$ cat src/rtl/uart_rx_fifo_if.sv
// uart_rx_fifo_if
//   Bundles the UART_Top-facing drain handshake and the host-facing FWFT
//   queue port of uart_rx_fifo.
//   slave  : view taken by uart_rx_fifo (consumes rxrdy/rx data, rd_en,
//            flush; drives read, head entry, level flags).
//   master : view taken by whatever drives the block (UART side + host).
interface uart_rx_fifo_if #(
    parameter int ADDR_W = 4
);
    // UART_Top side
    logic              rxrdy;
    logic [7:0]        rx_data;
    logic              parityerr;
    logic              framingerr;
    logic              overrun;
    logic              read;
    // host side
    logic              rd_en;
    logic              flush;
    logic [7:0]        dout;
    logic              dout_perr;
    logic              dout_ferr;
    logic              dout_ovr;
    logic              empty;
    logic              full;
    logic [ADDR_W:0]   count;
    logic              irq;

    modport slave (
        input  rxrdy, rx_data, parityerr, framingerr, overrun, rd_en, flush,
        output read, dout, dout_perr, dout_ferr, dout_ovr, empty, full, count, irq
    );

    modport master (
        output rxrdy, rx_data, parityerr, framingerr, overrun, rd_en, flush,
        input  read, dout, dout_perr, dout_ferr, dout_ovr, empty, full, count, irq
    );
endinterface

$ cat src/rtl/uart_rx_fifo.sv
// uart_rx_fifo
//   Drains received bytes plus their error status out of UART_Top into a
//   circular first-word-fall-through queue for the host.
//   Ports:
//     clk  - system clock
//     rst  - synchronous, active-low reset
//     bus  - uart_rx_fifo_if.slave: rxrdy/rx_data/parityerr/framingerr/
//            overrun in, read pulse out; rd_en/flush in, head entry
//            (dout, dout_perr, dout_ferr, dout_ovr), empty, full, count,
//            irq out.
//   Entry layout: {overrun, framingerr, parityerr, rx_data}.
//
//   state | meaning
//   ------+---------------------------------------------------------------
//   IDLE  | waiting for rxrdy with room in the queue
//   RD    | read pulse high; entry captured and written at closing edge
//   WAIT  | byte consumed; wait for rxrdy to drop before re-arming
module uart_rx_fifo #(
    parameter int DEPTH     = 16,
    parameter int ADDR_W    = 4,
    parameter int IRQ_LEVEL = 8
) (
    input  logic              clk,
    input  logic              rst,
    uart_rx_fifo_if.slave     bus
);
    localparam logic [1:0] ST_IDLE = 2'd0;
    localparam logic [1:0] ST_RD   = 2'd1;
    localparam logic [1:0] ST_WAIT = 2'd2;

    localparam logic [ADDR_W:0] FULL_CNT = (ADDR_W + 1)'(DEPTH);
    localparam logic [ADDR_W:0] IRQ_CNT  = (ADDR_W + 1)'(IRQ_LEVEL);

    logic [1:0]        state_q, state_d;
    logic [ADDR_W-1:0] wr_ptr_q, wr_ptr_d;
    logic [ADDR_W-1:0] rd_ptr_q, rd_ptr_d;
    logic [ADDR_W:0]   count_q, count_d;
    logic              irq_q, irq_d;
    logic [10:0]       mem_q [DEPTH];

    logic              push;
    logic              pop;
    logic              is_empty;
    logic [10:0]       entry;
    logic [10:0]       head;

    // RD is only entered when not full, and only this block pushes, so no
    // second full check is needed here.
    assign push     = (state_q == ST_RD);
    assign is_empty = (count_q == '0);
    assign pop      = bus.rd_en && !is_empty;
    assign entry    = {bus.overrun, bus.framingerr, bus.parityerr, bus.rx_data};

    always_comb begin
        state_d = state_q;
        case (state_q)
            ST_IDLE: if (bus.rxrdy && (count_q != FULL_CNT)) state_d = ST_RD;
            ST_RD:   state_d = ST_WAIT;
            ST_WAIT: if (!bus.rxrdy) state_d = ST_IDLE;
            default: state_d = ST_IDLE;
        endcase
    end

    // Flush clears the queue but leaves the drain FSM alone, so a byte being
    // captured in RD is dropped yet still acknowledged and not re-read.
    always_comb begin
        wr_ptr_d = wr_ptr_q;
        rd_ptr_d = rd_ptr_q;
        count_d  = count_q;
        if (bus.flush) begin
            wr_ptr_d = '0;
            rd_ptr_d = '0;
            count_d  = '0;
        end else begin
            if (push) wr_ptr_d = wr_ptr_q + 1'b1;
            if (pop)  rd_ptr_d = rd_ptr_q + 1'b1;
            case ({push, pop})
                2'b10:   count_d = count_q + 1'b1;
                2'b01:   count_d = count_q - 1'b1;
                default: count_d = count_q;
            endcase
        end
        irq_d = (count_d >= IRQ_CNT);
    end

    always_ff @(posedge clk) begin
        if (!rst) begin
            state_q  <= ST_IDLE;
            wr_ptr_q <= '0;
            rd_ptr_q <= '0;
            count_q  <= '0;
            irq_q    <= 1'b0;
        end else begin
            state_q  <= state_d;
            wr_ptr_q <= wr_ptr_d;
            rd_ptr_q <= rd_ptr_d;
            count_q  <= count_d;
            irq_q    <= irq_d;
        end
    end

    // Storage needs no reset: contents are only visible through the head
    // mux, which is gated by empty.
    always_ff @(posedge clk) begin
        if (rst && push && !bus.flush) mem_q[wr_ptr_q] <= entry;
    end

    assign head = mem_q[rd_ptr_q];

    assign bus.read  = (state_q == ST_RD);
    assign bus.count = count_q;
    assign bus.empty = is_empty;
    assign bus.full  = (count_q == FULL_CNT);
    assign bus.irq   = irq_q;
    assign {bus.dout_ovr, bus.dout_ferr, bus.dout_perr, bus.dout} =
        is_empty ? 11'd0 : head;
endmodule
$ cat src/flat_wrapper.sv
// flat-port wrapper written by rule: the top's interface ports become plain ports
module uart_rx_fifo_flat 
#(
    parameter int DEPTH     = 16,
    parameter int ADDR_W    = 4,
    parameter int IRQ_LEVEL = 8
)
  (clk, rst, bus_rxrdy, bus_rx_data, bus_parityerr, bus_framingerr, bus_overrun, bus_rd_en, bus_flush, bus_read, bus_dout, bus_dout_perr, bus_dout_ferr, bus_dout_ovr, bus_empty, bus_full, bus_count, bus_irq);
  uart_rx_fifo_if #(.ADDR_W(ADDR_W)) bus_i ();
  input  logic clk;
  input  logic rst;
  input wire logic [$bits(bus_i.rxrdy)-1:0] bus_rxrdy;
  input wire logic [$bits(bus_i.rx_data)-1:0] bus_rx_data;
  input wire logic [$bits(bus_i.parityerr)-1:0] bus_parityerr;
  input wire logic [$bits(bus_i.framingerr)-1:0] bus_framingerr;
  input wire logic [$bits(bus_i.overrun)-1:0] bus_overrun;
  input wire logic [$bits(bus_i.rd_en)-1:0] bus_rd_en;
  input wire logic [$bits(bus_i.flush)-1:0] bus_flush;
  output wire logic [$bits(bus_i.read)-1:0] bus_read;
  output wire logic [$bits(bus_i.dout)-1:0] bus_dout;
  output wire logic [$bits(bus_i.dout_perr)-1:0] bus_dout_perr;
  output wire logic [$bits(bus_i.dout_ferr)-1:0] bus_dout_ferr;
  output wire logic [$bits(bus_i.dout_ovr)-1:0] bus_dout_ovr;
  output wire logic [$bits(bus_i.empty)-1:0] bus_empty;
  output wire logic [$bits(bus_i.full)-1:0] bus_full;
  output wire logic [$bits(bus_i.count)-1:0] bus_count;
  output wire logic [$bits(bus_i.irq)-1:0] bus_irq;
  assign bus_i.rxrdy = bus_rxrdy;
  assign bus_i.rx_data = bus_rx_data;
  assign bus_i.parityerr = bus_parityerr;
  assign bus_i.framingerr = bus_framingerr;
  assign bus_i.overrun = bus_overrun;
  assign bus_i.rd_en = bus_rd_en;
  assign bus_i.flush = bus_flush;
  assign bus_read = bus_i.read;
  assign bus_dout = bus_i.dout;
  assign bus_dout_perr = bus_i.dout_perr;
  assign bus_dout_ferr = bus_i.dout_ferr;
  assign bus_dout_ovr = bus_i.dout_ovr;
  assign bus_empty = bus_i.empty;
  assign bus_full = bus_i.full;
  assign bus_count = bus_i.count;
  assign bus_irq = bus_i.irq;
  uart_rx_fifo #(.DEPTH(DEPTH), .ADDR_W(ADDR_W), .IRQ_LEVEL(IRQ_LEVEL)) u_core (.clk(clk), .rst(rst), .bus(bus_i));
endmodule
$ cat config.mk
export PLATFORM = sky130hd
export DESIGN_NAME = uart_rx_fifo_flat
export DESIGN_NICKNAME = d
export VERILOG_FILES = /design/src/rtl/uart_rx_fifo_if.sv /design/src/rtl/uart_rx_fifo.sv /design/src/flat_wrapper.sv
export SDC_FILE = /design/constraint.sdc
export NUM_CORES = 1
export LEC_CHECK = 0
export ABC_AREA = 1
export ABC_CLOCK_PERIOD_IN_PS = 2900
export CORE_MARGIN = 5
export CORE_UTILIZATION = 55
export DETAILED_ROUTE_END_ITERATION = 8
export PLACE_DENSITY = 0.73
export SETUP_SLACK_MARGIN = 0.05
export SYNTH_ARGS = -nofsm -noshare
export SYNTH_HDL_FRONTEND = slang
export SYNTH_SLANG_ARGS = --single-unit
$ cat constraint.sdc
create_clock -name clk -period 2.9 [get_ports clk]
set_input_delay 0.435 -clock clk [delete_from_list [all_inputs] [get_ports clk]]
set_output_delay 0.435 -clock clk [all_outputs]
set_load 0.02 [all_outputs]
# After elaboration in Yosys (flattened, before gate mapping)
# Memory sizes are Yosys's and may differ from the RTL's. A register that Yosys moved wholly into a read port is not among the register bits.
# Cells that the tools add are included.
# word_totals
in_bits,16
ramBits,176
output_inout_bits,20
reg_bits,16
mem_count,1
# classes
n_addsub,4
reduce_logical,10
bitwise,1
magnitude_cmp,1
muxes,10
n_eq_ne,8
# mem_list
name,words,width,read_ports,rd_clocked_by_memory_dff,wr,line_no,source
u_core.mem_q,16,11,1,1,1,uart_rx_fifo.sv:39,logic [10:0] mem_q [DEPTH];
# op_table
cell,n
11-bit two-way mux,1
5-bit case mux with 2 select lines,1
4-bit by 1-bit adder with 4-bit output (second input constant),2
4-bit two-way mux,2
2-bit case mux with 3 select lines,1
5-bit by 1-bit adder with 5-bit output (second input constant),1
5-bit == test (second input constant),1
5-bit by 4-bit >= comparator with 1-bit output (second input constant),1
5-bit logical NOT,1
5-bit two-way mux,1
5-bit inequality test (second input constant),1
5-bit by 1-bit subtractor with 5-bit output (second input constant),1
2-bit by 1-bit == test with 1-bit output (second input constant),2
2-bit == test (second input constant),2
1-bit logical AND,4
2-bit two-way mux,2
1-bit logical NOT,2
2-bit logical NOT,1
1-bit two-way mux,2
2-bit by 1-bit inequality test with 1-bit output (second input constant),1
2-bit inequality test (second input constant),1
2-bit AND reduction,1
2-bit OR reduction,1
1-bit NOT,1

# Longest topological paths before layout
# Gate-level depths: netlist of run 1.
# logic_depth
word_depth,7
mapped_depth,18
mapped_depth_nobuf,18

# Worst setup path after synthesis of run 1
# OpenSTA, ideal clock, no wires.
# synth_timing
path_type,reg2reg
startpoint,"register u_core.count_q[0], in the netlist u_core.bus.count[0]"
endpoint,"register u_core.irq_q, in the netlist u_core.bus.irq"
stages_incl_launch_ff,19
arrival_time_ns,2.150
setup_slack_ns,0.634
required_ns,2.784
setup_ns,0.116
cell_sequence,dfxtp_1 -> nor4_2 -> nand2_1 -> nand2_1 -> inv_1 -> ha_1 -> nand2_1 -> inv_1 -> nor2_1 -> ha_1 -> inv_1 -> nand2_1 -> nand3_1 -> nand2_1 -> nand2_1 -> nand2_1 -> nand2_1 -> nand4_1 -> nand2_1
# synth_between
elab_chain_cells,7
word_cells_on_any_way,10
cone_classes,add/sub (2); order compare (1); eq/ne (2); mux (2); reduce/logical (3)
# synth_lines
element,line_no,source
from (decl),uart_rx_fifo.sv:37,"logic [ADDR_W:0] count_q, count_d;"
from (signal assigned),uart_rx_fifo.sv:97,count_q <= count_d;
"parallel branches: the longest is 4 deep, another holds 5-bit by 1-bit subtractor with 5-bit output",n/a,
5-bit case mux with 2 select lines (*),uart_rx_fifo.sv:77,"case ({push, pop})"
5-bit two-way mux (*),uart_rx_fifo.sv:70,if (bus.flush) begin
5-bit by 4-bit >= comparator with 1-bit output (*),uart_rx_fifo.sv:83,irq_d = (count_d >= IRQ_CNT);
to (signal assigned),uart_rx_fifo.sv:98,irq_q <= irq_d;
to (decl),uart_rx_fifo.sv:38,"logic irq_q, irq_d;"
# Mark *: on every way between the ends.
# A chain may end at the register's enable or synchronous reset.

==> impl_metrics.prom, run 1 <==
# TYPE chip_impl_metric gauge
chip_impl_metric{name="postSynthCellCount",unit=""} 710
chip_impl_metric{name="critPathBufInv",unit=""} 3
chip_impl_info{name="clock-root-buffer",value="sky130_fd_sc_hd__clkbuf_16"} 1
chip_impl_info{name="rsz0062_at_grt",value="true"} 1
chip_impl_metric{name="htreeDepth",unit=""} 4
chip_impl_metric{name="detailedRoute.firstPassIterationCount",unit=""} 5
chip_impl_metric{name="flow.area_growth_from_synthesis",unit="%"} 14.9
chip_impl_metric{name="antenna_violating_nets_post_route",unit=""} 0
chip_impl_metric{name="synth-edff-count",unit=""} 176
chip_impl_info{name="min-delay-path-class",value="reg -> reg"} 1
chip_impl_info{name="yosysMostFrequentCell",value="sky130_fd_sc_hd__nand2_1"} 1
chip_impl_info{name="critical_path.reg2reg.startpoint",value="u_core.bus.count[0]"} 1
chip_impl_metric{name="timing.critical_path.required",unit="ps"} 2470
chip_impl_metric{name="floorplan.die_area",unit="sq um"} 17200
chip_impl_metric{name="gpl.final_weighted_congestion",unit=""} 0.829
chip_impl_metric{name="grt_use_total",unit=""} 0.206
chip_impl_metric{name="final_period_minus_worst_setup_slack",unit="ps"} 2720
chip_impl_metric{name="dpl-instance-area",unit="sq um"} 8700
chip_impl_metric{name="core_area",unit="sq um"} 14500
chip_impl_metric{name="synth-seq-cells",unit=""} 196
chip_impl_metric{name="setup-violations-final",unit=""} 0
chip_impl_metric{name="floorplan.io_pins",unit=""} 36
chip_impl_metric{name="drt-total-wl",unit="microns"} 17700
chip_impl_info{name="ys_dominant_reg_cell",value="sky130_fd_sc_hd__edfxtp_1"} 1
chip_impl_metric{name="drt_drc_violations_left",unit=""} 0
chip_impl_metric{name="finish.instance_area",unit="sq um"} 9300
chip_impl_metric{name="gr-total-overflow",unit=""} 0
chip_impl_metric{name="post-route-period-util",unit=""} 0.937
chip_impl_metric{name="timing.max_slew.rel_slack",unit=""} 0.520
chip_impl_metric{name="maxCapViolCount",unit=""} 0
chip_impl_metric{name="ir_drop",unit="V"} 0.000446
chip_impl_metric{name="cts_buffer_depth",unit=""} 2
chip_impl_metric{name="tritoncts.num_buffers",unit=""} 17
chip_impl_metric{name="num-nets-final",unit=""} 782
chip_impl_metric{name="routedWlPerCell",unit="microns"} 18.5
chip_impl_metric{name="netlist_area_before_placement",unit="sq um"} 8090
chip_impl_info{name="critical-path-slowest-cell",value="sky130_fd_sc_hd__dlygate4sd2_1"} 1
chip_impl_metric{name="synthesis.yosys.warnings",unit=""} 0
chip_impl_metric{name="synth_top_area_share",unit=""} 0.653
chip_impl_metric{name="setup-tns-final",unit="ps"} 0
chip_impl_info{name="status",value="completed"} 1
chip_impl_info{name="reg2reg_to",value="u_core.bus.irq"} 1
chip_impl_metric{name="viasPerCell",unit=""} 5.68
chip_impl_metric{name="final_layout_size_suffix_gt1_frac",unit=""} 0.0843
chip_impl_metric{name="grt_start_max_net_pins",unit=""} 69
chip_impl_metric{name="slew_viol_final",unit=""} 0
chip_impl_metric{name="antenna_cells_inserted",unit=""} 0
chip_impl_info{name="critPathTopFamily",value="buffers and inverters"} 1
chip_impl_info{name="synth_top_cells_by_area",value="sky130_fd_sc_hd__edfxtp_1, sky130_fd_sc_hd__nand2_1, sky130_fd_sc_hd__dfxtp_1"} 1
chip_impl_metric{name="crit_path_max_incr_delay",unit="ps"} 360
chip_impl_metric{name="timing.clock.skew",unit="ps"} 7.69
chip_impl_info{name="criticalPathCategory",value="reg -> out"} 1
chip_impl_metric{name="syn_area_per_cell",unit="sq um"} 11.4
chip_impl_metric{name="cellLeakagePower",unit="nW"} 3.41
chip_impl_metric{name="setup.reg_to_reg.worst_slack",unit="ps"} 290
chip_impl_metric{name="cts.reportedPaths.clkPinSlew",unit="ps"} 60
chip_impl_metric{name="report.final.hold_viol_count",unit=""} 0
chip_impl_metric{name="effective_utilization_at_floorplan",unit=""} 0.559
chip_impl_info{name="worstSetupEndpoint",value="bus_dout[5]"} 1
chip_impl_metric{name="post_synthesis_sequential_area_ratio",unit=""} 0.703
chip_impl_metric{name="stages_on_worst_setup_path",unit=""} 9
chip_impl_metric{name="critical_path.max_fanout",unit=""} 18
chip_impl_metric{name="fmax",unit="MHz"} 368
chip_impl_metric{name="place.port_buffers",unit=""} 35
chip_impl_metric{name="design_power_total",unit="mW"} 6.11
chip_impl_metric{name="syn-num-nets",unit=""} 734
chip_impl_metric{name="cts_sinks",unit=""} 196
chip_impl_metric{name="global_route_wire_length_before_repair",unit="microns"} 27700
chip_impl_metric{name="pwr_density_cell",unit="nW/um^2"} 657
chip_impl_metric{name="dp_hpwl",unit="microns"} 11000
chip_impl_info{name="kind_of_capture_point_of_the_worst_setup_path",value="primary output"} 1
chip_impl_metric{name="vias_after_detailed_routing",unit=""} 5422
chip_impl_metric{name="timing.final.ws_setup",unit="ps"} 181
chip_impl_metric{name="die_w",unit="microns"} 131
chip_impl_metric{name="depth_of_the_worst_register_to_register_path",unit=""} 18
chip_impl_info{name="yosys-top-cells-count",value="sky130_fd_sc_hd__nand2_1, sky130_fd_sc_hd__edfxtp_1, sky130_fd_sc_hd__nor2_1, sky130_fd_sc_hd__a21oi_1, sky130_fd_sc_hd__nand3_1"} 1
chip_impl_metric{name="antenna_found_initial",unit=""} 0
chip_impl_metric{name="drt_iter0_drc",unit=""} 534
chip_impl_info{name="worstPathCellList",value="inv_4 -> buf_6 -> nand2_1 -> nand3_1 -> nand2_1 -> a21oi_1 -> o31ai_1 -> a21oi_1 -> dlygate4sd2_1"} 1
chip_impl_metric{name="pre_cts_slack",unit="ps"} 301
chip_impl_metric{name="fp-row-count",unit=""} 44
chip_impl_info{name="start_kind",value="register"} 1
chip_impl_metric{name="number_of_unique_standard_cell_types_used_by_synthesis",unit=""} 24
chip_impl_info{name="yosys.area.top_type",value="sky130_fd_sc_hd__edfxtp_1"} 1
chip_impl_metric{name="die_h",unit="microns"} 131
chip_impl_metric{name="worstMarginPinSlew",unit="ps"} 717
chip_impl_info{name="tritoncts",value="yes"} 1
chip_impl_metric{name="ys_async_sr_fraction",unit=""} 0
chip_impl_metric{name="worstSkewPairLatency",unit="ps"} 430
chip_impl_metric{name="grt_pass1_vias",unit=""} 5217
chip_impl_metric{name="timing.critical_path.arrival",unit="ps"} 2280
## area by class of cell
class | instances | area, sq um
Clock inverter | 13 | 133
Tap cell | 184 | 230
Timing Repair Buffer | 65 | 622
Multi-Input combinational cell | 450 | 2070
Fill cell | 1078 | 5180
Clock buffer | 19 | 433
Sequential cell | 196 | 5690
Inverter | 28 | 115
## tightest hold or removal path: cells and delay by family, from the launching register on
kind | cells | cell delay, ps
AO/OA/AOI/OAI | 1 | 80
flip-flops | 1 | 330
AND/OR/NAND/NOR | 1 | 60
## through the flow
step                hold WS (ps)  cells  utilization
detailed placement           512    921        0.601
global placement             492    921        0.601
finish                       522    955        0.642
floorplan                    472    710            -
global route                 552    955        0.642
CTS                          521    955        0.641
## state kept, by name (all words and copies together) (netlist names), named ones only
signal / flops
u_core.rd_ptr_q: 4
u_core.mem_q: 176
u_core.bus.irq: 1
u_core.state_q: 2
u_core.wr_ptr_q: 4
u_core.bus.count: 5
## worst min path at each step
stage,startpoint,endpoint,cells past startpoint
global placement,u_core.rd_ptr_q[3],u_core.rd_ptr_q[3],2
detailed placement,u_core.rd_ptr_q[3],u_core.rd_ptr_q[3],2
floorplan,u_core.rd_ptr_q[3],register,2
global route,u_core.rd_ptr_q[1],register,2
CTS,u_core.rd_ptr_q[3],u_core.rd_ptr_q[3],2
finish,u_core.rd_ptr_q[3],u_core.rd_ptr_q[3],2
## routing by layer
| layer | wire length, microns | up-vias | global-route usage |
|---|---|---|---|
| li1 | - | 2579 | - |
| met1 | 7290 | 2593 | 0.275 |
| met2 | 8830 | 229 | 0.343 |
| met3 | 1260 | 21 | 0.0417 |
| met4 | 271 | 0 | 0.0623 |
| met5 | 0 | - | 0 |
## logic make-up (layout without fill, tap and decap cells)
group | count (synthesis) | after routing | share of synthesized area
AO/OA/AOI/OAI | 114 | 114 | 0.0776
XOR/XNOR | 4 | 4 | 0.00433
flip-flops | 196 | 196 | 0.703
adder cells (fa/ha/maj) | 8 | 8 | 0.0124
AND/OR/NAND/NOR | 324 | 324 | 0.162
buffers and inverters | 64 | 125 | 0.0408
## where the power goes
part	internal (mW)	switching (mW)
Sequential	3.10	0.0240
Clock	1.27	0.973
Combinational	0.255	0.495
Total	4.62	1.49
## placed cells by master, fill, tap and decap left out, types with 22 or more instances in the layout
master | Yosys | routed
sky130_fd_sc_hd__buf_4 | 7 | 24
sky130_fd_sc_hd__o31ai_1 | 22 | 22
sky130_fd_sc_hd__clkdlybuf4s50_1 | 0 | 24
sky130_fd_sc_hd__nand2_1 | 186 | 186
sky130_fd_sc_hd__a21oi_1 | 62 | 62
sky130_fd_sc_hd__nand3_1 | 57 | 57
sky130_fd_sc_hd__inv_1 | 26 | 24
sky130_fd_sc_hd__nor2_1 | 73 | 73
sky130_fd_sc_hd__edfxtp_1 | 176 | 176
sky130_fd_sc_hd__o21ai_0 | 29 | 29
## what timing repair did
item / 4_1_cts / 5_1_grt
pin swaps: 0 / 0
setup endpoints to repair: 11 / 5
hold buffers: 0 / 0
hold endpoints to repair: 0 / 0
gates cloned: 0 / 0
gates resized for setup: 13 / 4
setup buffers: 2 / 0
Power figures use the tool's default switching activity.
==> run 2, diff against run 1 <==
- DONT_BUFFER_PORTS: not set -> 1
- PLACE_DENSITY: 0.73 -> not set
- PLACE_DENSITY_LB_ADDON: not set -> 0.05
==> impl_metrics.prom, run 2 (same netlist as run 1, synthesis figures left out) <==
# TYPE chip_impl_metric gauge
chip_impl_metric{name="worstMarginPinSlew",unit="ps"} 696
chip_impl_metric{name="vias_after_detailed_routing",unit=""} 5304
chip_impl_metric{name="crit_path_max_incr_delay",unit="ps"} 390
chip_impl_info{name="criticalPathCategory",value="reg -> out"} 1
chip_impl_metric{name="effective_utilization_at_floorplan",unit=""} 0.559
chip_impl_metric{name="slew_viol_final",unit=""} 0
chip_impl_metric{name="cts_buffer_depth",unit=""} 2
chip_impl_metric{name="maxCapViolCount",unit=""} 0
chip_impl_metric{name="p_int",unit="mW"} 4.84
chip_impl_metric{name="post-cts-setup-buffer-count",unit=""} 0
chip_impl_info{name="tritoncts",value="yes"} 1
chip_impl_info{name="status",value="completed"} 1
chip_impl_metric{name="critical_path.max_fanout",unit=""} 88
chip_impl_info{name="critPathTopFamily",value="compound AO/OA/AOI/OAI gates"} 1
chip_impl_metric{name="grt_use_total",unit=""} 0.219
chip_impl_metric{name="flow.area_growth_from_synthesis",unit="%"} 12.3
chip_impl_info{name="min-delay-path-class",value="in -> reg"} 1
chip_impl_info{name="critical-path-slowest-cell",value="sky130_fd_sc_hd__dfxtp_2"} 1
chip_impl_metric{name="antenna_found_initial",unit=""} 0
chip_impl_metric{name="timing.max_slew.rel_slack",unit=""} 0.536
chip_impl_metric{name="combPwrFrac",unit=""} 0.106
chip_impl_metric{name="antenna_violating_nets_post_route",unit=""} 0
chip_impl_info{name="worstPathCellList",value="buf_12 -> nand2_1 -> nand3_1 -> nand2_1 -> a21oi_1 -> o31ai_1 -> a21oi_1 -> buf_4"} 1
chip_impl_metric{name="clkPwrFrac",unit=""} 0.400
chip_impl_metric{name="cellLeakagePower",unit="nW"} 3.34
chip_impl_metric{name="tritoncts.num_buffers",unit=""} 17
chip_impl_info{name="clock-root-buffer",value="sky130_fd_sc_hd__clkbuf_16"} 1
chip_impl_metric{name="timing.critical_path.arrival",unit="ps"} 2290
chip_impl_metric{name="grt_start_max_net_pins",unit=""} 89
chip_impl_info{name="reg2reg_to",value="u_core.bus.irq"} 1
chip_impl_metric{name="ir_drop",unit="V"} 0.000413
chip_impl_metric{name="multi_input_comb_area",unit="sq um"} 2070
chip_impl_metric{name="largest_register_ffs",unit=""} 176
chip_impl_metric{name="floorplan.die_area",unit="sq um"} 17200
chip_impl_metric{name="dp_hpwl",unit="microns"} 10900
chip_impl_metric{name="post-route-period-util",unit=""} 0.939
chip_impl_metric{name="final_cell_count_no_fill",unit=""} 932
chip_impl_metric{name="setup.reg_to_reg.worst_slack",unit="ps"} 330
chip_impl_metric{name="storage_element_area",unit="sq um"} 5690
chip_impl_metric{name="floorplan.io_pins",unit=""} 36
chip_impl_metric{name="drt_iter0_drc",unit=""} 447
chip_impl_metric{name="die_h",unit="microns"} 131
chip_impl_metric{name="fillerInstances",unit=""} 1144
chip_impl_metric{name="placed_cells_incl_taps",unit=""} 900
chip_impl_metric{name="routedWlPerCell",unit="microns"} 19.9
chip_impl_metric{name="drt_drc_violations_left",unit=""} 0
chip_impl_info{name="hold-path-endpoint",value="u_core.mem_q[12][6]"} 1
chip_impl_info{name="rsz0062_at_grt",value="false"} 1
chip_impl_metric{name="final_layout_size_suffix_gt1_frac",unit=""} 0.103
chip_impl_metric{name="holdPathStages",unit=""} 0
chip_impl_metric{name="global_route_wire_length_before_repair",unit="microns"} 29100
chip_impl_metric{name="gpl.final_weighted_congestion",unit=""} 0.810
chip_impl_metric{name="worstSkewPairLatency",unit="ps"} 430
chip_impl_metric{name="timing.critical_path.required",unit="ps"} 2470
chip_impl_info{name="kind_of_capture_point_of_the_worst_setup_path",value="primary output"} 1
chip_impl_metric{name="grt_pass1_vias",unit=""} 5284
chip_impl_metric{name="die_w",unit="microns"} 131
chip_impl_metric{name="depth_of_the_worst_register_to_register_path",unit=""} 18
chip_impl_metric{name="cts.reportedPaths.clkPinSlew",unit="ps"} 70
chip_impl_metric{name="fp-row-count",unit=""} 44
chip_impl_metric{name="viasPerCell",unit=""} 5.69
chip_impl_metric{name="netSwitchingPower",unit="mW"} 1.49
chip_impl_info{name="worstHoldStart",value="bus_rx_data[6]"} 1
chip_impl_metric{name="drt-total-wl",unit="microns"} 18600
chip_impl_info{name="layout_commonest_cell",value="sky130_fd_sc_hd__nand2_1"} 1
chip_impl_info{name="final_cell_mix",value="sky130_fd_sc_hd__nand2_1, sky130_fd_sc_hd__edfxtp_1, sky130_fd_sc_hd__nor2_1, sky130_fd_sc_hd__a21oi_1, sky130_fd_sc_hd__nand3_1"} 1
chip_impl_metric{name="setup-violations-final",unit=""} 0
chip_impl_metric{name="place.port_buffers",unit=""} 0
chip_impl_metric{name="pwr-share-seq",unit=""} 0.494
chip_impl_metric{name="cts_sinks",unit=""} 196
chip_impl_info{name="top_register",value="u_core.mem_q"} 1
chip_impl_info{name="start_kind",value="register"} 1
chip_impl_metric{name="netSwitchingFraction",unit=""} 0.236
chip_impl_metric{name="pwr_density_cell",unit="nW/um^2"} 697
chip_impl_metric{name="report.final.hold_viol_count",unit=""} 0
chip_impl_metric{name="design_power_total",unit="mW"} 6.33
chip_impl_metric{name="fmax",unit="MHz"} 367
chip_impl_metric{name="num-nets-final",unit=""} 759
chip_impl_metric{name="timing.clock.skew",unit="ps"} 6.43
chip_impl_info{name="critical_path.reg2reg.startpoint",value="u_core.bus.count[2]"} 1
chip_impl_metric{name="setup-tns-final",unit="ps"} 0
chip_impl_metric{name="htreeDepth",unit=""} 4
chip_impl_metric{name="gr-total-overflow",unit=""} 0
chip_impl_metric{name="critPathBufInv",unit=""} 2
chip_impl_metric{name="final_period_minus_worst_setup_slack",unit="ps"} 2720
chip_impl_metric{name="core_area",unit="sq um"} 14500
chip_impl_metric{name="detailedRoute.firstPassIterationCount",unit=""} 5
run 2: worst max path at each step:
stage,from,to,cells after the start
finish,register,bus_dout[3],8
global route,register,bus_dout[3],8
CTS,register,bus_dout[3],8
detailed placement,u_core.bus.count[2],u_core.bus.irq,18
global placement,u_core.bus.count[2],u_core.bus.irq,18
floorplan,u_core.bus.count[0],u_core.bus.irq,18
run 2: timing repair:
item / CTS / global route
hold endpoints to repair: 0 / 0
hold buffers: 0 / 0
gates resized for setup: 0 / 2
endpoints found under the setup margin: 0 / 5
run 2: worst register-to-register path, stage by stage, from the launching register on:
cell and delay, ps:
sky130_fd_sc_hd__dfxtp_1 410, sky130_fd_sc_hd__nor4_2 290, sky130_fd_sc_hd__nand2_1 140, sky130_fd_sc_hd__nand2_1 150, sky130_fd_sc_hd__inv_1 130, sky130_fd_sc_hd__ha_1 290, sky130_fd_sc_hd__nand2_1 100, sky130_fd_sc_hd__inv_1 60
sky130_fd_sc_hd__nor2_1 150, sky130_fd_sc_hd__ha_1 180, sky130_fd_sc_hd__inv_1 50, sky130_fd_sc_hd__nand2_1 80, sky130_fd_sc_hd__nand3_1 100, sky130_fd_sc_hd__nand2_1 70, sky130_fd_sc_hd__nand2_1 40, sky130_fd_sc_hd__nand2_1 50
sky130_fd_sc_hd__nand2_1 50, sky130_fd_sc_hd__nand4_1 80, sky130_fd_sc_hd__nand2_1 60
run 2: final cells by class:
class                      instances  area share
clock buffer                      18      0.0472
antenna                            1    0.000275
multi-input combinational        450       0.228
sequential                       196       0.626
clock inverter                    13      0.0226
tap                              184      0.0253
inverter                          28      0.0121
timing repair buffer              42      0.0379
run 2: layer usage:
| metal | wire length, microns | up-vias | GRT usage |
|---|---|---|---|
| met1 | 7910 | 2564 | 0.292 |
| met4 | 488 | 0 | 0.0789 |
| met5 | 0 | - | 0 |
| li1 | - | 2528 | - |
| met2 | 9080 | 176 | 0.355 |
| met3 | 1080 | 36 | 0.0516 |
run 2: power groups by stage:
| stage | combinational (mW) | sequential (mW) | clock (mW) |
|---|---|---|---|
| CTS | 0.680 | 3.13 | 2.56 |
| floorplan | 0.457 | 3.19 | 0 |
| global placement | 0.657 | 3.19 | 0 |
| detailed placement | 0.676 | 3.19 | 0 |
| finish | 0.673 | 3.13 | 2.53 |
| global route | 0.748 | 3.13 | 2.67 |
run 2: metrics by stage:
step	instance area [sq um]	worst slack (ps)	hold slack [ps]	utilization
finish	9080	178	93.3	0.627
global route	9080	71.7	73.1	0.627
CTS	9070	103	77.3	0.627
detailed placement	8440	360	503	0.583
global placement	8440	516	495	0.583
floorplan	8090	634	472	-
==> run 3, diff against run 2 <==
- GPL_ROUTABILITY_DRIVEN: not set -> 0
==> results of run 3 <==
The final DEF is identical to that of run 2; final timing and power are the same.
